File: src/rtl/rr_incr_scheduler.sv
// Round-robin scheduler sharing one registered increment unit between NREQ requesters.
// state | meaning
// IDLE  | arbitrate pending requests, latch winner operand
// BUSY  | operand latched, waiting for hold low to compute result
// DONE  | result presented for one cycle, pointer rotates
module rr_incr_scheduler #(
  parameter int NREQ  = 4,
  parameter int WIDTH = 8,
  parameter int IDW   = $clog2(NREQ)
) (
  input  logic                    clock,
  input  logic                    reset_n,
  input  logic [NREQ-1:0]         req,
  input  logic [NREQ*WIDTH-1:0]   req_data,
  input  logic                    hold,
  input  logic                    disable_error,
  output logic [NREQ-1:0]         gnt,
  output logic                    rsp_valid,
  output logic [IDW-1:0]          rsp_id,
  output logic [WIDTH-1:0]        rsp_data,
  output logic                    rsp_wrap,
  output logic                    err
);

  typedef enum logic [1:0] {IDLE, BUSY, DONE} state_t;

  state_t           state, state_nxt;
  logic [IDW-1:0]   ptr;
  logic [IDW-1:0]   win_id;
  logic             win_found;
  logic [IDW-1:0]   cur_id;
  logic [WIDTH-1:0] cur_op;
  logic             start, finish;
  logic [NREQ-1:0]  req_q, gnt_q, viol;

  // Scan from ptr upward; the explicit subtract keeps wrap correct for non-power-of-two NREQ.
  always_comb begin
    logic [IDW:0]   idx_ext;
    logic [IDW-1:0] idx;
    win_found = 1'b0;
    win_id    = '0;
    idx_ext   = '0;
    idx       = '0;
    for (int k = 0; k < NREQ; k++) begin
      idx_ext = {1'b0, ptr} + (IDW+1)'(k);
      if (idx_ext >= (IDW+1)'(NREQ)) idx_ext = idx_ext - (IDW+1)'(NREQ);
      idx = idx_ext[IDW-1:0];
      if (!win_found && req[idx]) begin
        win_found = 1'b1;
        win_id    = idx;
      end
    end
  end

  always_comb begin
    state_nxt = state;
    start     = 1'b0;
    finish    = 1'b0;
    case (state)
      IDLE: if (win_found && !hold) begin
        start     = 1'b1;
        state_nxt = BUSY;
      end
      BUSY: if (!hold) begin
        finish    = 1'b1;
        state_nxt = DONE;
      end
      DONE:    state_nxt = IDLE;
      default: state_nxt = IDLE;
    endcase
  end

  always_ff @(posedge clock or negedge reset_n) begin
    if (!reset_n) state <= IDLE;
    else          state <= state_nxt;
  end

  always_ff @(posedge clock or negedge reset_n) begin
    if (!reset_n) begin
      ptr       <= '0;
      cur_id    <= '0;
      cur_op    <= '0;
      gnt       <= '0;
      rsp_valid <= 1'b0;
      rsp_id    <= '0;
      rsp_data  <= '0;
      rsp_wrap  <= 1'b0;
    end else begin
      gnt       <= '0;
      rsp_valid <= 1'b0;
      if (start) begin
        cur_id <= win_id;
        cur_op <= req_data[win_id*WIDTH +: WIDTH];
        gnt    <= NREQ'(1) << win_id;
      end
      if (finish) begin
        rsp_valid <= 1'b1;
        rsp_id    <= cur_id;
        rsp_data  <= cur_op + 1'b1;
        rsp_wrap  <= &cur_op;
      end
      if (state == DONE) ptr <= (cur_id == IDW'(NREQ-1)) ? '0 : cur_id + 1'b1;
    end
  end

  // A request may fall in its grant cycle or the cycle after; any other fall is a withdrawal.
  assign viol = req_q & ~req & ~gnt & ~gnt_q;

  always_ff @(posedge clock or negedge reset_n) begin
    if (!reset_n) begin
      req_q <= '0;
      gnt_q <= '0;
      err   <= 1'b0;
    end else begin
      req_q <= req;
      gnt_q <= gnt;
      if (|viol && !disable_error) err <= 1'b1;
    end
  end

endmodule

File: config.mk
export PLATFORM = sky130hd
export DESIGN_NAME = rr_incr_scheduler
export DESIGN_NICKNAME = d
export VERILOG_FILES = /design/src/rtl/rr_incr_scheduler.sv
export SDC_FILE = /design/constraint.sdc
export NUM_CORES = 1
export LEC_CHECK = 0
export ABC_AREA = 1
export CAP_MARGIN = 20
export CORE_MARGIN = 5
export CORE_UTILIZATION = 49
export CTS_CLUSTER_SIZE = 28
export DETAILED_ROUTE_END_ITERATION = 7
export PLACE_DENSITY = 0.87
export SKIP_CTS_REPAIR_TIMING = 1
export SLEW_MARGIN = 0
export SYNTH_ARGS = -nofsm -noshare
export SYNTH_HDL_FRONTEND = slang
export SYNTH_SLANG_ARGS = --single-unit
File: constraint.sdc
create_clock -name clock -period 2.3 [get_ports clock]
set_input_delay 0.345 -clock clock [delete_from_list [all_inputs] [get_ports clock]]
set_output_delay 0.345 -clock clock [all_outputs]
set_load 0.005 [all_outputs]
## Word-level counts from Yosys, hierarchy flattened

Cells that the tools add are included.

- Register bits: 39
- Input port bits: 40
- Output and inout port bits: 17
- Word-level logic and storage cells: 86

- Add/subtract/negate cells: 9
- Order comparisons: 8
- Equality and inequality tests: 5
- Shift-type cells: 2
- Mux-type cells: 30
- Bitwise operators: 6
- Reduce and logical (&&, ||, !) cells: 14

Operators by type and width:

| operator | number |
|---|---|
| variable part select 32 x 6 -> 8 bit | 1 |
| two-way mux 2 bit | 11 |
| two-way mux 1 bit | 13 |
| AND 4 bit | 3 |
| less-than comparator 2 x 3 -> 1 bit, second input constant | 4 |
| NOT 4 bit | 3 |
| greater-or-equal comparator 3 bit, second input constant | 3 |
| adder 8 x 1 -> 8 bit, second input constant | 1 |
| binary-select mux 1 bit (select 2 bit) | 4 |
| AND reduction 8 bit | 1 |
| subtractor 2 x 1 -> 2 bit, second input constant | 4 |
| adder 2 x 2 -> 3 bit, second input constant | 2 |
| logical AND 1 bit | 5 |
| logical NOT 1 bit | 5 |
| equality test 2 bit, second input constant | 2 |
| two-way mux 4 bit | 1 |
| inequality test 2 bit, second input constant | 2 |
| one-hot mux 2 bit (2 select lines) | 1 |
| OR reduction 4 bit | 1 |
| left shift 1 x 2 -> 4 bit, first input constant | 1 |
| adder 2 x 1 -> 3 bit, second input constant | 1 |
| greater-or-equal comparator 2 x 3 -> 1 bit, second input constant | 1 |
| adder 2 x 1 -> 2 bit, second input constant | 1 |
| equality test 2 x 1 -> 1 bit, second input constant | 1 |
| 2 further kinds | 2 |

## Longest topological paths before layout

Gate-level depths: netlist of the first run.

- Depth in word-level cells: 18
- Gate-level depth with buffers: 16
- Mapped depth without buffers: 14

## Worst setup path before layout of the first run

OpenSTA, ideal clock, no wires.

- Path kind: reg2reg
- Start point: register ptr[0]
- End point: register cur_op[0]
- Setup time: 0.116 ns
- Arrival time: 1.521 ns
- Required time: 2.184 ns
- Slack: 0.663 ns
- Stages on the path, launching flop included: 15
- Buffers on the path: 2
- Period minus slack after synthesis: 1.637 ns
- Cells stage by stage: dfrtp_1 -> buf_6 -> inv_4 -> nand2_1 -> nand3_2 -> nand2_1 -> inv_1 -> nand2_1 -> nand2_2 -> buf_2 -> nand4_1 -> nand3_1 -> nand2_1 -> nand2_1 -> nand2_1

- Word-level cells in the longest chain between the ends: 17
- Elaborated cells on any way between the ends: 41
- Classes of those cells: add/sub: 7; order compare: 4; shift: 1; mux: 22; reduce/logical: 7

RTL lines:

| element | line | RTL |
|---|---|---|
| start, declared | 28 | `logic [IDW-1:0] ptr;` |
| start signal, assigned | 102 | `if (state == DONE) ptr <= (cur_id == IDW'(NREQ-1)) ? '0 : cur_id + 1'b1;` |
| parallel branches: the longest is 17 deep, another holds adder 2 x 1 -> 3 bit | - |  |
| end signal, assigned | 93 | `cur_op <= req_data[win_id*WIDTH +: WIDTH];` |
| end, declared | 32 | `logic [WIDTH-1:0] cur_op;` |

Parallel ways; which one is timed is not known. The select of a mux whose other input is x is not followed.
A chain may end at the register's enable or synchronous reset.

## Final worst setup path of the first run

Same ends and word-level chain as after synthesis.

==> impl_results.md, run 1 <==
- Via count: 2,118
- Synth Instances: 300
- Multi-input gate area: 976 um^2
- Drt drc: 0
- RSZ-0062 raised after global routing: no
- WL final: 5280 um
- Minimum clock period: 2.05 ns
- Worst-case clock buffer depth: 2
- Die ar.: 0.00595 mm^2
- Vias per inst: 5.10
- CTS tree: done
- Syn. warnings: 0
- Peak Freq: 488 MHz
- Core footprint: 0.00435 mm^2
- Gpl congestion: 0.815
- Antenna Cells: 0
- Synth Area in Simple Gates: 0.376
- Placed cell areas: 0.00282 mm^2
- Antenna-violating nets left: 0
- Area Overhead vs Synth: 33.2%
- Hold Violations, Final: 0
- Crit Path Class: reg -> reg
- Post-Layout Cell Count: 415
- Initial DRT Pass Iterations: 4
- DR WL/cell: 12.7 um
- Row count: 24
- Vias in the first global route: 2,015
- Yosys top cell by area: dfrtp_1
- Initial Utilization: 0.507
- Status: complete, no violations
- Syn avg cell area: 7.36 um^2
- Period Utilization, post-route: 0.890
- Die height: 77.1 um
- Count of cell types in the netlist: 30
- Fraction of layout cells with a size suffix above 1: 0.0882
- Sink Count: 39
- Worst-path fanout max: 15
- CTS H-Tree Depth: 2
- Largest net degree at the start of global routing: 40
- Grt total ovfl: 0
- Power Dens Cells: 1310 mW/mm^2
- Slew headroom: 0.436
- CTS clk-pin slew, worst paths: 0.07 ns
- Data required, critical path: 2.48 ns
- EDFF count, synth: 0
- Setup Viol. Count Final: 0
- Total of max-cap violations: 0
- Critical path data arrival time: 2.23 ns
- Xor-xnor portion of the synthesized cell area: 0.00794
- Synth Flop Type: dfrtp_1
- Antenna violations before repair: 0
- DP HPWL: 3980 um
- Drt initial violations: 149
- Max VDD drop: 0.00111 V
- Compound-Gate Fraction of Synth Area: 0.0465
- Async set or reset register ratio after synthesis: 1.00
- Synth Register Bits: 39
- Post-synthesis sequential area ratio: 0.442
- Final setup TNS: 0 ns
- CP startpoint kind: flop
- CTS buffer count: 5
- Synth Cell Area: 0.00221 mm^2
- Top-area cell type share of the netlist area: 0.442
- Total track usage: 0.181
- Inst Count DP: 407
- Tightest Hold Check Type: in -> async
- Worst Skew: 0.00525 ns
- Non-Filler Cell Area, Final: 0.00294 mm^2
- First-pass GRT wire length: 8870 um
- Slew Viols, Final: 0
- Synth Net Count: 342
- Actual slew at the worst max-slew pin: 0.846 ns
- Root Driver: clkbuf_8
- Die X: 77.1 um
- Fin util: 0.675
- Pleak: 1.54 nW
- Post-Synth Adder-Cell Area: 0.0113
- Top cells by area, synth: dfrtp_1 (44%), nand2_1 (17%), inv_1 (8.3%)
- Crit end category: flop
- Mux contribution to synthesized area: 0
- Fin nets: 404
- Largest family of logic cells by synthesized area: simple AND/OR/NAND/NOR gates
- Fillers: 392
- PortBufs: 56
- I/O Pins: 57
- Sequential Area: 976 um^2
- Worst-Skew Late Latency: 0.29 ns
worst max-delay path: stages (launching register included):
cell and delay (ns):
dfrtp_1 0.59, inv_4 0.12, nand2_1 0.11, nand2_1 0.10, nand2_1 0.08, nand2_1 0.08
nor2_4 0.13, nand3_4 0.10, nand3_2 0.10, buf_4 0.20, nand2_1 0.07, nand3_1 0.07
nand2_1 0.07, nand2_1 0.06, nand2_1 0.05
stage by stage:
step	power [mW]	hold WS, ns	setup slack (ns)
floorplan	2.60	0.0494	0.663
global placement	3.19	0.394	0.179
detailed placement	3.25	0.396	0.129
CTS	3.86	0.177	0.261
global route	4.17	0.225	0.100
finish	3.85	0.153	0.252
final timing paths:
path,startpoint,endpoint,slack [ns],depth (start not counted)
max in group asynchronous,reset_n,rsp_data[7],1.61,1
worst max register to register,ptr[0],cur_op[0],0.25,14
worst max-delay path,ptr[0],cur_op[0],0.25,14
worst min-delay path,reset_n,req_q[1],0.15,1
min in group clock,gnt[3],gnt_q[3],0.41,0
worst min register to register,gnt[3],gnt_q[3],0.41,0
final cells by class:
type                    count  area share
flip-flops and latches     39       0.332
multi-input cells         201       0.332
repair buffers             63       0.207
inverters                  52      0.0672
clock buffers               6      0.0281
well taps                  52      0.0221
clock inverters             2      0.0119
placed cells by master (no fill, tap or decap), drive strengths merged, types with 2 or more instances in the layout:
cell type and instances:
ha 2, or2 2, nand2 102, nand4 15
inv 52, o21ai 12, nor2 22, dfrtp 39
buf 8, nand3 34, nor3 4, clkdlybuf4s50 55
clkbuf 6
cells in the mapped netlist, drive strengths merged (2+ instances only):
master,count
nor2,22
nor3,4
buf,7
or2,2
nand2,102
nand4,15
nand3,34
o21ai,12
ha,2
inv,52
dfrtp,39
power breakdown:
part | internal [mW] | switching (mW)
combinational | 0.879 | 1.24
clock | 0.351 | 0.234
sequential | 0.942 | 0.204
total | 2.17 | 1.68
sequential cells by signal, indices dropped and copies added (netlist names):
name	flops
gnt_q	4
rsp_id	2
req_q	4
gnt	4
cur_op	8
ptr	2
rsp_valid	1
rsp_data	8
state	2
cur_id	2
rsp_wrap	1
err	1
metal layers:
| layer | vias up | global-route usage | share of wire |
|---|---|---|---|
| met4 | 0 | 0.0773 | 0.015 |
| met3 | 8 | 0.0363 | 0.063 |
| met5 | - | 0 | 0 |
| met1 | 980 | 0.231 | 0.44 |
| met2 | 64 | 0.298 | 0.48 |
| li1 | 1066 | - | - |
cell families after synthesis:
group           Yosys count
compound gates           18
xor+xnor                  2
fa+ha+maj                 2
buf+inv                  60
flops                    39
simple gates            179
No activity file was read; power rests on OpenSTA's default activity.
==> run 2: changes to the inputs <==
- CORE_MARGIN: 5 -> 2
- CTS_CLUSTER_DIAMETER: unset -> 200
- MAX_ROUTING_LAYER: unset -> met4
==> run 2 against run 1 <==
Compared with the run above:
- worst hold slack worse by 0.0050 ns
- critical path depth down 3
- worst setup slack better by 0.051 ns
- power up 3.0%
- non-clock buffer count down 1
- critical path type unchanged
- highest routed layer unchanged
==> impl_results.md, run 2 (synthesis results as in run 1) <==
- Worst-Skew Late Latency: 0.29 ns (about the same)
- WL final: 5040 um (-4.5%)
- CTS H-Tree Depth: 2 (unchanged)
- Peak Freq: 501 MHz (+2.6%)
- Fraction of layout cells with a size suffix above 1: 0.0829 (-0.00528)
- Antenna Cells: 0 (unchanged)
- Reg-to-Reg Start: ptr[0]
- First-pass GRT wire length: 8780 um (-1.0%)
- Grt total ovfl: 0 (unchanged)
- Fin nets: 403 (-0.25%)
- Drt initial violations: 152 (+2.0%)
- Vias per inst: 5.14 (+0.76%)
- PortBufs: 56 (unchanged)
- Post-Layout Cell Count: 414 (-0.24%)
- Most common cell after layout, fill and taps aside: nand2_1
- Crit path from: ptr[0]
- Slew Viols, Final: 0 (unchanged)
- Slew headroom: 0.454 (+0.0183)
- Worst hold margin: 0.148 ns (-0.00497 ns)
- Fillers: 351 (-10%)
- Total of max-cap violations: 0 (unchanged)
- Pleak: 1.54 nW (+0.27%)
- Area Overhead vs Synth: 34.1%
- Worst Skew: 0.00687 ns (+0.00162 ns)
- CP startpoint kind: flop
- Crit Path Class: reg -> reg
- Period Utilization, post-route: 0.868 (-0.0223)
- CTS tree: done
- Setup Viol. Count Final: 0 (unchanged)
- Data required, critical path: 2.52 ns (+0.04 ns)
- I/O Pins: 57 (unchanged)
- Placed cell areas: 0.00283 mm^2 (+0.18%)
- Row count: 24 (unchanged)
- Root Driver: clkbuf_8
- Drt drc: 0 (unchanged)
- Vias in the first global route: 1,973 (-2.1%)
- Power Dens Cells: 1340 mW/mm^2 (+2.3%)
- Non-Filler Cell Area, Final: 0.00296 mm^2 (+0.68%)
- Tightest Hold Check Type: in -> async
- Multi-input gate area: 976 um^2 (unchanged)
- Max VDD drop: 0.000641 V (-42%)
- Gpl congestion: 0.918 (+13%)
- DR WL/cell: 12.2 um (-4.3%)
- Core footprint: 0.00435 mm^2 (unchanged)
- Leading cell types in the layout, fill and taps excluded: nand2_1 (100), clkdlybuf4s50_1 (55), inv_1 (49)
- Die ar.: 0.00506 mm^2 (-15%)
- Hold Violations, Final: 0 (unchanged)
- Largest regs: cur_op: 8 flops, rsp_data: 8 flops
- Largest net degree at the start of global routing: 40 (unchanged)
- Crit end category: flop
- Worst-case clock buffer depth: 2 (unchanged)
- Sequential Area: 976 um^2 (unchanged)
- Sink Count: 39 (unchanged)
- RSZ-0062 raised after global routing: no
- Antenna-violating nets left: 0 (unchanged)
- Final setup TNS: 0 ns (unchanged)
- Initial DRT Pass Iterations: 4 (unchanged)
- Status: complete, no violations
- Inst Count DP: 406 (-0.25%)
- Die X: 71.1 um (-7.8%)
- CTS buffer count: 5 (unchanged)
- Initial Utilization: 0.507 (unchanged)
- Minimum clock period: 2.00 ns (-0.0513 ns)
- Worst-path fanout max: 10 (-5)
- Via count: 2,129 (+0.52%)
- CTS clk-pin slew, worst paths: 0.07 ns (about the same)
- Fin util: 0.680 (+0.00460)
- Antenna violations before repair: 0 (unchanged)
- Critical path data arrival time: 2.22 ns (about the same)
- Actual slew at the worst max-slew pin: 0.819 ns (-0.0274 ns)
- Die height: 71.1 um (-7.8%)
- Total track usage: 0.221 (+0.0396)
- DP HPWL: 3780 um (-5.0%)
[run 2: metal layers]
layer  part of all wire  track usage  routed length, um
met1               0.44        0.296               2200
met5                  0            -                  0
met2               0.48        0.342               2410
met3              0.066       0.0313                330
met4              0.020       0.0818                101
[run 2: path summary, 6_finish.rpt]
path	slack [ns]	depth (start not counted)	end
min in group clock	0.40	0	gnt_q[2]
max in group asynchronous	1.63	1	cur_op[1]
setup reg to reg	0.30	11	cur_op[4]
hold / removal	0.15	1	err
setup / recovery	0.30	11	cur_op[4]
hold reg to reg	0.40	0	gnt_q[2]
[run 2: final cells by class]
class,instances,share of cell area
flip-flops and latches,39,0.330
well taps,52,0.0220
multi-input cells,201,0.330
clock inverters,2,0.0203
clock buffers,6,0.0245
inverters,52,0.0668
repair buffers,62,0.207
[run 2: through the flow]
stage                     power, mW  setup slack (ns)
final                          3.97             0.303
after global routing           4.32             0.103
after CTS                      3.97             0.301
after detailed placement       3.29             0.126
after global placement         3.21             0.193
after floorplan                2.60             0.663
[run 2: critical path, stage by stage, from the launching register on]
cell and delay [ns]:
dfrtp_1 0.59, inv_4 0.11, nand2_1 0.09, nand2_2 0.08, nor2_1 0.14, nor2_1 0.08
nand3_4 0.10, nand4_2 0.19, buf_4 0.23, nor2_1 0.13, nand3_1 0.10, nand3_1 0.08
[run 2: power by group]
part,internal (mW),leakage (nW),switching (mW)
registers,0.942,0.491,0.206
clock network,0.433,0.0654,0.228
logic,0.903,0.986,1.26
==> RTL edit 1 (settings of run 2) <==
The parameter `WIDTH` goes from 8 to 6.
--- a/src/rtl/rr_incr_scheduler.sv
+++ b/src/rtl/rr_incr_scheduler.sv
@@ -5,7 +5,7 @@
 // DONE  | result presented for one cycle, pointer rotates
 module rr_incr_scheduler #(
   parameter int NREQ  = 4,
-  parameter int WIDTH = 8,
+  parameter int WIDTH = 6,
   parameter int IDW   = $clog2(NREQ)
 ) (
   input  logic                    clock,
Interface: changed (resized req_data and rsp_data); port bits go from 57 to 47. No check against the original RTL was run, so the function may have changed too.
==> RTL edit 1 against run 2 <==
Global-route usage is 0.81 points lower. Routed wire length down 20%. Worst setup slack got worse by 67 ps. Cell count is 20% lower. Largest cell class unchanged. Final area is 16% lower. Total power down 20%. Sequential cell count fell by 4. Highest routed layer unchanged. Sequential share of layout area is 2.4 points higher. Synthesized area down 15%. Critical path type unchanged.
==> RTL edit 1: results (changes against run 2) <==
[placement]
portBuffers = 46  ; was 56
dp_hpwl_um = 2960  ; was 3780 um

[sta]
tightest_slew_ps = 449  ; was 819 ps
clock_skew_ps = 7.75  ; was 6.87 ps

[status]
status = completed  ; unchanged

[cells_and_area]
final-nonclk-buf-share_pct = 19.5  ; was 20.7%
fill_cells = 280  ; was 351
seq_share_pct = 35.4  ; was 33.0%
area_share_clock_buf_inv_pct = 4.04  ; was 4.48%
multi_input_gates = 163  ; was 201
clkbuf_count = 8  ; was 6
layout-drive-gt1-share_pct = 13.7  ; was 8.29%
nNonClkBuffers = 49  ; was 62
inverters = 29  ; was 52

[power]
ir_drop_mv = 1.17  ; was 0.641 mV
p_clk_share_pct = 15.2  ; was 16.7%
powerComb_uw = 1670  ; was 2160 uW

[global_route]
first_global_vias = 1469  ; was 1973
grt_max_degree = 36  ; was 40
grt_pass1_wl_um = 6690  ; was 8780 um
global_route.usage.met1_pct = 29.4  ; was 29.6%
grt_util_met2_pct = 31.3  ; was 34.2%

[routing]
detail_route.iter0.violations = 120  ; was 152
wl_met3_um = 134  ; was 330 um
wirelength_um = 4020  ; was 5040 um
wl_met2_um = 1940  ; was 2410 um

[logic_synthesis]
syn_nets = 265  ; was 342
netlist_top_cells_area = dfrtp_1 47%, nand2_1 17%, nand3_1 5.1%  ; was dfrtp_1 44%, nand2_1 17%, inv_1 8.3%
yosysSeqAreaShare_pct = 46.8  ; was 44.2%
yosys-top-cells-count = 84 x nand2_1, 35 x dfrtp_1, 24 x inv_1  ; was 100 x nand2_1, 49 x inv_1, 39 x dfrtp_1
synth_compound_area_share_pct = 7.29  ; was 4.65%
synth_cell_types = 27  ; was 30

[setup_path]
critPathMaxStageDelay_ps = 620  ; was 590 ps
crit_path_end = cur_op[2]  ; was cur_op[4]
rr_endpoint = cur_op[2]  ; was cur_op[4]
worst-r2r-setup-slack_ps = 240  ; was 300 ps
cp.arrival_ps = 2290  ; was 2220 ps

[min_path]
hold_class = reg -> reg  ; was in -> async

==> RTL edit 1: changes by cell type after synthesis, sizes merged <==
cell    before  now
nor3         4    7
or2          2    1
nand4       15    4
o31ai        1    0
nand3       34   22
xnor2        1    2
nor2        22   10
o21a         1    0
buf          7    3
nand2      102   95
o211ai       1    5
dfrtp       39   35
inv         52   29
a31oi        1    0
==> RTL edit 1: through the flow <==
| stage | power [uW] | worst slack (ps) | instances | utilization [%] | hold WS (ps) |
|---|---|---|---|---|---|
| floorplan | 2250 | 665 | 231 | - | 49.4 |
| global placement | 2630 | 123 | 324 | 64.9 | 414 |
| detailed placement | 2690 | 51.3 | 324 | 64.9 | 418 |
| CTS | 3190 | 252 | 332 | 67.6 | 435 |
| global route | 3470 | 57.9 | 332 | 67.6 | 443 |
| finish | 3190 | 236 | 332 | 67.6 | 432 |
==> RTL edit 2 (flow settings as in run 2) <==
Without the edit above. Encoding of `state_t`: now one-hot (3 bits for 3 states).
--- a/src/rtl/rr_incr_scheduler.sv
+++ b/src/rtl/rr_incr_scheduler.sv
@@ -22,7 +22,7 @@
   output logic                    err
 );
 
-  typedef enum logic [1:0] {IDLE, BUSY, DONE} state_t;
+  typedef enum logic [2:0] {IDLE = 3'b001, BUSY = 3'b010, DONE = 3'b100} state_t;
 
   state_t           state, state_nxt;
   logic [IDW-1:0]   ptr;
Check against the original RTL: same outputs for any inputs over 10 cycles, from zero or initial values and one cycle with reset_n low; not proved beyond that.
==> RTL edit 2 against run 2 <==
Combinational power decreased by 2%. Worst setup slack got worse by 96 ps. Sequential cell count increased by 1. Synthesized area decreased by 5.7%. Final area decreased by 4.9%. Worst hold slack improved by 3.1 ps. Routed wire length decreased by 2.7%. Clock skew decreased by 1.3 ps. Core utilization increased by 1.4 points. Total power decreased by 0.69%. Critical endpoint is now cur_op[0]. Highest routed layer unchanged.
==> RTL edit 2: results (changes against run 2) <==
[status]
status = completed  ; unchanged

[global_route]
grt_max_degree = 41  ; was 40
antenna_found_initial = 0  ; unchanged
grt_pass1_wl_um = 8410  ; was 8780 um
first_global_vias = 1841  ; was 1973
track_usage_pct = 21.9  ; was 22.1%

[placement]
dp_hpwl_um = 3620  ; was 3780 um
place_area_mm2 = 0.00269  ; was 0.00283 mm^2
portBuffers = 56  ; unchanged
place.gp.congestion = 0.916  ; was 0.918

[routing]
drt_pass1_iterations = 4  ; unchanged
detail_route.iter0.violations = 106  ; was 152
wirelength_um = 4900  ; was 5040 um
vias = 2020  ; was 2129

[cells_and_area]
diodes = 0  ; unchanged
top_regs = cur_op: 8 flops, rsp_data: 8 flops  ; unchanged
final_nets = 365  ; was 403
layout-drive-gt1-share_pct = 8.95  ; was 8.29%

[cts]
root_buffer = clkbuf_8  ; unchanged
cts_buffers = 5  ; unchanged
cts_sinks = 40  ; was 39
clk_path_buf_depth = 2  ; unchanged
clk_pin_slew_ps = 80
h-tree-depth = 2  ; unchanged
insertion_delay_ps = 290  ; about the same

[logic_synthesis]
yosysSeqAreaShare_pct = 48.1  ; was 44.2%
synth_cell_types = 28  ; was 30
synthArstFlopShare_pct = 100  ; unchanged
synthFlopType = dfrtp_1  ; unchanged
syn_nets = 306  ; was 342
netlist_top_cells_area = dfrtp_1 47%, nand2_1 16%, nand3_1 9.6%  ; was dfrtp_1 44%, nand2_1 17%, inv_1 8.3%
synth_edf_count = 0  ; unchanged
yosys-top-cells-count = 89 x nand2_1, 40 x nand3_1, 39 x dfrtp_1  ; was 100 x nand2_1, 49 x inv_1, 39 x dfrtp_1
yosysWarnings = 0  ; unchanged

[setup_path]
critPathMaxStageDelay_ps = 500  ; was 590 ps
cp_top_family = simple AND/OR/NAND/NOR gates  ; unchanged
critPathSlowestCell = dfrtp_2  ; was dfrtp_1
cp.arrival_ps = 2280  ; was 2220 ps
cp-end-kind = flop  ; unchanged
critPathMaxFanout = 20  ; was 10

[min_path]
hold_class = in -> async  ; unchanged

[power]
ir_drop_mv = 1.05  ; was 0.641 mV
p_seq_uw = 1190  ; was 1150 uW
leakagePower_uw = 0.00137  ; was 0.00154 uW
p_int_uw = 2220  ; was 2280 uW
p_clk_share_pct = 15.9  ; was 16.7%

[sta]
slew_headroom_pct = 43.0  ; was 45.4%
clock_skew_ps = 5.57  ; was 6.87 ps

RTL edit 2: cell count changes in the layout (fill, tap and decap cells not counted), sizes merged, moves of 2 or more:
cell	before	now
inv	52	19
nand2	102	92
nand3	34	44
nor2	22	15
a21oi	1	3
a22o	0	2
o21ai	12	10
RTL edit 2: through the flow:
step | worst slack [ps] | power (uW) | hold WS (ps) | util (%) | cells
6_report | 208 | 3940 | 151 | 69.4 | 374
5_1_grt | 23.4 | 4270 | 211 | 69.4 | 374
4_1_cts | 162 | 3930 | 182 | 69.3 | 374
3_5_place_dp | 44.5 | 3280 | 403 | 66.2 | 366
3_3_place_gp | 89.4 | 3220 | 397 | 66.2 | 366
2_1_floorplan | 681 | 2650 | 49.4 | - | 264
RTL edit 2: area by class of cell:
type	count	area [um^2]
clock buffers	7	96.3
repair buffers	62	601
multi-input cells	195	951
clock inverters	1	30.0
fillers	324	1240
inverters	19	71.3
well taps	50	62.6
flip-flops and latches	40	1000
RTL edit 2: worst paths after layout:
kind | start | end | slack, ps | cells past startpoint
max reg2reg | ptr[0] | cur_op[0] | 210 | 12
max in group asynchronous | reset_n | ptr[0] | 1560 | 1
max | ptr[0] | cur_op[0] | 210 | 12
min in group clock | gnt[1] | gnt_q[1] | 410 | 0
min reg2reg | gnt[1] | gnt_q[1] | 410 | 0
min | reset_n | req_q[1] | 150 | 1
RTL edit 2: logic make-up after synthesis:
family	Yosys count	synth area share (%)
compound gates	18	5.11
buf+inv	29	6.19
flops	40	48.1
xor+xnor	2	0.841
simple gates	173	38.5
fa+ha+maj	2	1.20
RTL edit 2: per-layer routing:
layer / vias to the layer above / routed length (um) / track usage (%)
met3: 8 / 324 / 4.22
li1: 995 / - / -
met1: 933 / 2110 / 29.0
met5: - / 0 / -
met4: 0 / 76 / 7.84
met2: 84 / 2390 / 34.0
